## config.mk

```make
export PLATFORM = sky130hd
export DESIGN_NAME = run_monitor
export DESIGN_NICKNAME = d
export VERILOG_FILES = /design/src/rtl/run_monitor_pkg.sv /design/src/rtl/run_monitor_cnt.sv /design/src/rtl/run_monitor.sv
export SDC_FILE = /design/constraint.sdc
export NUM_CORES = 1
export LEC_CHECK = 0
export CAP_MARGIN = 30
export CORE_ASPECT_RATIO = 0.75
export CORE_MARGIN = 2
export CORE_UTILIZATION = 44
export CTS_CLUSTER_DIAMETER = 120
export DETAILED_ROUTE_END_ITERATION = 7
export PLACE_DENSITY_LB_ADDON = 0.3
export SLEW_MARGIN = 10
export SYNTH_ARGS = -nofsm -noshare
export SYNTH_HDL_FRONTEND = slang
export SYNTH_SLANG_ARGS = --single-unit
```

## constraint.sdc

```tcl
create_clock -name clk -period 2.1 [get_ports clk]
set_clock_uncertainty 0.2 [all_clocks]
set_input_delay 0.21 -clock clk [delete_from_list [all_inputs] [get_ports clk]]
set_output_delay 0.21 -clock clk [all_outputs]
set_load 0.01 [all_outputs]
```

## src/rtl/run_monitor_pkg.sv

```systemverilog
// run_monitor_pkg: shared types and widths for the run monitor.
//   PC_W    - width of the CPU PC_plus_1 bus
//   CNT_W   - width of the run cycle counter
//   state_t - run monitor FSM states (TIMEOUT exists only when
//             RUN_MONITOR_WATCHDOG_EN is defined)
package run_monitor_pkg;

  localparam int PC_W  = 16;
  localparam int CNT_W = 32;

  typedef enum logic [2:0] {
    S_IDLE,
    S_HOLD,
    S_RUN,
    S_HALTED
`ifdef RUN_MONITOR_WATCHDOG_EN
    , S_TIMEOUT
`endif
  } state_t;

endpackage

```

## src/rtl/run_monitor_cnt.sv

```systemverilog
// run_monitor_cnt: clear/enable saturating cycle counter.
//   clk, rst - clock, async active-high reset
//   clr      - synchronous clear (wins over en)
//   en       - count enable; holds at all-ones once saturated
//   count    - current count
module run_monitor_cnt
  import run_monitor_pkg::*;
(
  input  logic             clk,
  input  logic             rst,
  input  logic             clr,
  input  logic             en,
  output logic [CNT_W-1:0] count
);

  always_ff @(posedge clk or posedge rst) begin
    if (rst)                     count <= '0;
    else if (clr)                count <= '0;
    else if (en && count != '1)  count <= count + 1'b1;
  end

endmodule

```

## src/rtl/run_monitor.sv

```systemverilog
// run_monitor: drives the CPU reset for a run, then watches for halt
// (and, optionally, a watchdog limit) while counting run cycles.
//   Macro RUN_MONITOR_WATCHDOG_EN enables the TIMEOUT state and the
//   CYCLES_LIMIT compare; without it timeout is tied low.
//   clk, rst   - clock, async active-high reset
//   start      - one-cycle run request (honoured in IDLE/HALTED/TIMEOUT)
//   hlt, pc    - CPU halt flag and PC_plus_1, only looked at in RUN
//   cpu_rst_n  - reset to the CPU, low for RST_HOLD cycles per run
//   running    - CPU out of reset and still going
//   done       - last run ended on a halt
//   timeout    - last run ended on the watchdog
//   cycles     - RUN cycles in the current/last run
//   halt_pc    - pc captured on the halt edge
module run_monitor
  import run_monitor_pkg::*;
#(
  parameter int CYCLES_LIMIT = 100000,
  parameter int RST_HOLD     = 3
) (
  input  logic             clk,
  input  logic             rst,
  input  logic             start,
  input  logic             hlt,
  input  logic [PC_W-1:0]  pc,
  output logic             cpu_rst_n,
  output logic             running,
  output logic             done,
  output logic             timeout,
  output logic [CNT_W-1:0] cycles,
  output logic [PC_W-1:0]  halt_pc
);

  if (RST_HOLD < 1 || RST_HOLD > 15) begin : g_bad_hold
    $error("run_monitor: RST_HOLD out of range 1..15");
  end
  if (CYCLES_LIMIT < 1) begin : g_bad_limit
    $error("run_monitor: CYCLES_LIMIT must be positive");
  end

  state_t     state;
  logic [3:0] hold_cnt;
  logic       hlt_q;
  logic       can_start;
  logic       go;
  logic       halt_edge;

  // hlt is sampled every cycle so a level already high on RUN entry
  // looks like "no change" rather than a fresh rise.
  always_ff @(posedge clk or posedge rst) begin
    if (rst) hlt_q <= 1'b0;
    else     hlt_q <= hlt;
  end

  assign halt_edge = hlt & ~hlt_q;

  always_comb begin
    can_start = 1'b0;
    case (state)
      S_IDLE, S_HALTED: can_start = 1'b1;
`ifdef RUN_MONITOR_WATCHDOG_EN
      S_TIMEOUT:        can_start = 1'b1;
`endif
      default:          can_start = 1'b0;
    endcase
  end

  assign go = start & can_start;

  // Counts every RUN cycle, including the one that ends the run.
  run_monitor_cnt u_cnt (
    .clk   (clk),
    .rst   (rst),
    .clr   (go),
    .en    (state == S_RUN),
    .count (cycles)
  );

`ifdef RUN_MONITOR_WATCHDOG_EN
  localparam logic [CNT_W-1:0] LIM_M1 = CNT_W'(CYCLES_LIMIT - 1);
  logic limit_hit;
  // The counter is about to step onto CYCLES_LIMIT on this edge.
  assign limit_hit = (cycles == LIM_M1);
`else
  assign timeout = 1'b0;
`endif

  always_ff @(posedge clk or posedge rst) begin
    if (rst) begin
      state     <= S_IDLE;
      hold_cnt  <= '0;
      cpu_rst_n <= 1'b0;
      running   <= 1'b0;
      done      <= 1'b0;
      halt_pc   <= '0;
`ifdef RUN_MONITOR_WATCHDOG_EN
      timeout   <= 1'b0;
`endif
    end else if (go) begin
      state     <= S_HOLD;
      hold_cnt  <= 4'(RST_HOLD);
      cpu_rst_n <= 1'b0;
      running   <= 1'b0;
      done      <= 1'b0;
`ifdef RUN_MONITOR_WATCHDOG_EN
      timeout   <= 1'b0;
`endif
    end else begin
      case (state)
        S_HOLD: begin
          // Leaving on the count==1 edge gives exactly RST_HOLD low cycles.
          if (hold_cnt <= 4'd1) begin
            state     <= S_RUN;
            cpu_rst_n <= 1'b1;
            running   <= 1'b1;
          end else begin
            hold_cnt <= hold_cnt - 4'd1;
          end
        end
        S_RUN: begin
          // Halt takes priority over the watchdog on a shared cycle.
          if (halt_edge) begin
            state   <= S_HALTED;
            halt_pc <= pc;
            done    <= 1'b1;
            running <= 1'b0;
          end
`ifdef RUN_MONITOR_WATCHDOG_EN
          else if (limit_hit) begin
            state   <= S_TIMEOUT;
            timeout <= 1'b1;
            running <= 1'b0;
          end
`endif
        end
        default: ;
      endcase
    end
  end

endmodule
```

==> results.cfg <==
[final_layout]
n_antenna_cell = 0
syn_to_final_growth_pct = 41.5
nets = 399
drive_above_1_share_pct = 19.5
multi_input_area_sq_um = 1310
regArea_sq_um = 1450
fin_cells = 460
stdcell_area_sq_um = 4050
num-fill-cells = 518

[placement]
dpl_cell_area_sq_um = 3840
dp_cells = 443
place_hpwl_um = 4780
gp_congestion = 0.807
port_buffers = 70

[sta]
finalMaxSlewViolations = 0
clock.fmax_ghz = 0.511
grt_setup_unrepaired = true
setup_viol = 0
finalSetupTns_ns = 0
hold_viol = 0
period_minus_slack_ns = 1.96
finalCritPeriodShare_pct = 93.2

[floorplanning]
num_rows = 25
die_area_sq_um = 7170
dieHeight_um = 73.8
ios = 72
core_sq_um = 6290
initial_core_util_pct = 45.5
die_x_um = 97.1

[global_route]
grt_pass1_wl_um = 11400
grt_max_degree = 59
antenna_found_initial = 0
first_global_vias = 2395
grt_usage_pct = 20.6
grt.overflow.total = 0

[clocking]
clk_path_buf_depth = 2
cts_tree = yes
cts_sinks = 58
cts-hold-fix-buffers = 0
htree_levels = 3
cts_root_buffer = clkbuf_8
clock_latency_ns = 0.34
cts_made_buffers = 9
clk_pin_slew_ns = 0.07

[worst_setup_path]
worstPathArrival_ns = 2.02
path_max_fanout = 12
crit_chain = inv_1 -> ha_1 -> and4_1 -> nor3b_4 -> buf_12 -> nand4b_1 -> xor2_1 -> o21ai_1
cp-start-kind = flip-flop
cp-end-kind = flip-flop
slowest_stage = dfrtp_1
max_stage_delay_ns = 0.37
crit_required_ns = 2.16
crit_type = flip-flop to flip-flop

[synth]
ys_seq_area_share_pct = 50.7
synth_nets = 301
synthDistinctLibCells = 38
synth.top_cells.by_count = 58 x dfrtp_1, 26 x nand2_1, 21 x nand3_1
synth-main-ff-cell = dfrtp_1
yosysTopAreaCellShare_pct = 50.7
synth_area_sq_um = 2860
synth_largest_area_cell = dfrtp_1
synth_warnings = 0
synth_seq_cells = 58
netlist_instances = 276
synth_most_common_cell = dfrtp_1
ys_top_cells_by_area = dfrtp_1 51%, mux2_2 6.7%, xor2_1 5.8%
synth_edf_count = 0
avgSynthCellArea_sq_um = 10.4
synthArstFlopShare_pct = 100

[run]
maxCapViolCount = 0

[outcome]
outcome = finished, final reports clean

[drt]
drt-initial-drc-count = 173
via_per_inst = 5.32
drt_wl_total_um = 6830
dr.pass1.iters = 5
num_vias = 2445
routedWlPerCell_um = 14.9
drc = 0
ant_nets = 0

[pwr]
p_total_w = 0.00406
ir_drop_mv = 0.609
power_density_nw_per_um2 = 1000
p_leak_nw = 1.80

[min_path]
hold_class = primary input to async pin
==> metal layers <==
layer,vias up,part of all wire [%],track usage [%]
met1,1184,49,28.0
met2,76,44,30.8
met3,4,6.4,8.28
met5,-,0,0
li1,1181,-,-
met4,0,0.59,5.63
==> critical path, delay by kind of cell, from the launching register on <==
family / cells / cell delay [ns]
AO/OA/AOI/OAI: 1 / 0.13
XOR/XNOR: 1 / 0.17
flip-flops: 1 / 0.37
adder cells (fa/ha/maj): 1 / 0.22
AND/OR/NAND/NOR: 3 / 0.56
buffers and inverters: 2 / 0.22
==> state kept, by name, indices dropped and copies added, names as in the netlist <==
register     cells
u_cnt.count     32
running          1
hlt_q            1
halt_pc         16
hold_cnt         4
done             1
cpu_rst_n        1
state            2
==> cells by family (layout without fill, tap and decap cells) <==
family / Yosys count / after routing / synth area share, %
buffers and inverters: 21 / 124 / 3.80
other: 1 / 1 / 0.131
adder cells (fa/ha/maj): 5 / 5 / 2.19
flip-flops: 58 / 58 / 50.7
AND/OR/NAND/NOR: 99 / 99 / 19.3
XOR/XNOR: 23 / 23 / 7.04
AO/OA/AOI/OAI: 52 / 52 / 10.1
multiplexers: 17 / 17 / 6.69
==> cells in the final DEF (no fill, tap or decap), types with 2 or more instances in the layout <==
master | synthesis | routed
o21ai_0 | 18 | 18
buf_12 | 0 | 2
xnor2_1 | 4 | 4
nand2_1 | 26 | 26
nand3_2 | 2 | 2
ha_1 | 5 | 5
clkdlybuf4s50_1 | 0 | 70
mux2_2 | 17 | 17
nand4_1 | 10 | 10
nor2_1 | 14 | 14
buf_4 | 5 | 29
o21ai_1 | 12 | 12
clkbuf_8 | 0 | 10
nor4_1 | 3 | 2
dfrtp_1 | 58 | 58
nand3_1 | 21 | 21
a31oi_1 | 5 | 5
clkinvlp_4 | 0 | 3
a21oi_1 | 9 | 9
o211ai_1 | 3 | 3
nand4b_1 | 2 | 2
and3_1 | 6 | 5
xor2_1 | 19 | 19
nor4_4 | 2 | 2
nor3_1 | 4 | 4
o31ai_1 | 3 | 3
and2_1 | 2 | 2
inv_1 | 7 | 6
==> layout make-up <==
| cell class | instances | share of cell area (%) |
|---|---|---|
| Sequential cell | 58 | 35.8 |
| Inverter | 7 | 0.649 |
| Tap cell | 81 | 2.50 |
| Timing Repair Buffer | 101 | 23.7 |
| Clock buffer | 10 | 3.40 |
| Multi-Input combinational cell | 197 | 32.3 |
| Clock inverter | 6 | 1.64 |
==> final timing paths <==
path	start	end	slack, ns	cells after the start
max in group asynchronous	rst	u_cnt.count[23]	1.40	3
worst min-delay path	rst	halt_pc[3]	0.06	3
worst max register to register	state[0]	u_cnt.count[31]	0.14	8
min in group clk	hlt	hlt_q	0.13	1
worst max-delay path	state[0]	u_cnt.count[31]	0.14	8
worst min register to register	done	done	0.29	2
==> stage by stage <==
step	hold slack (ns)	setup WS (ns)	utilization [%]
6_report	0.0586	0.142	64.4
5_1_grt	0.0857	-0.0214	64.4
4_1_cts	0.0581	0.0862	64.3
3_5_place_dp	0.277	0.100	61.0
3_3_place_gp	0.259	0.145	61.0
2_1_floorplan	0.0414	0.0223	-
==> timing repair <==
action                     4_1_cts  5_1_grt
setup endpoints to repair        0        6
setup buffers                    0        1
gates resized for setup          0        1
==> report_power, final <==
| part | total [W] | switching, W | internal (W) |
|---|---|---|---|
| clock | 0.00104 | 0.000460 | 0.000579 |
| sequential | 0.00152 | 0.000153 | 0.00137 |
| combinational | 0.00150 | 0.000704 | 0.000795 |
| total | 0.00406 | 0.00132 | 0.00274 |
No activity file was read; power rests on OpenSTA's default activity.
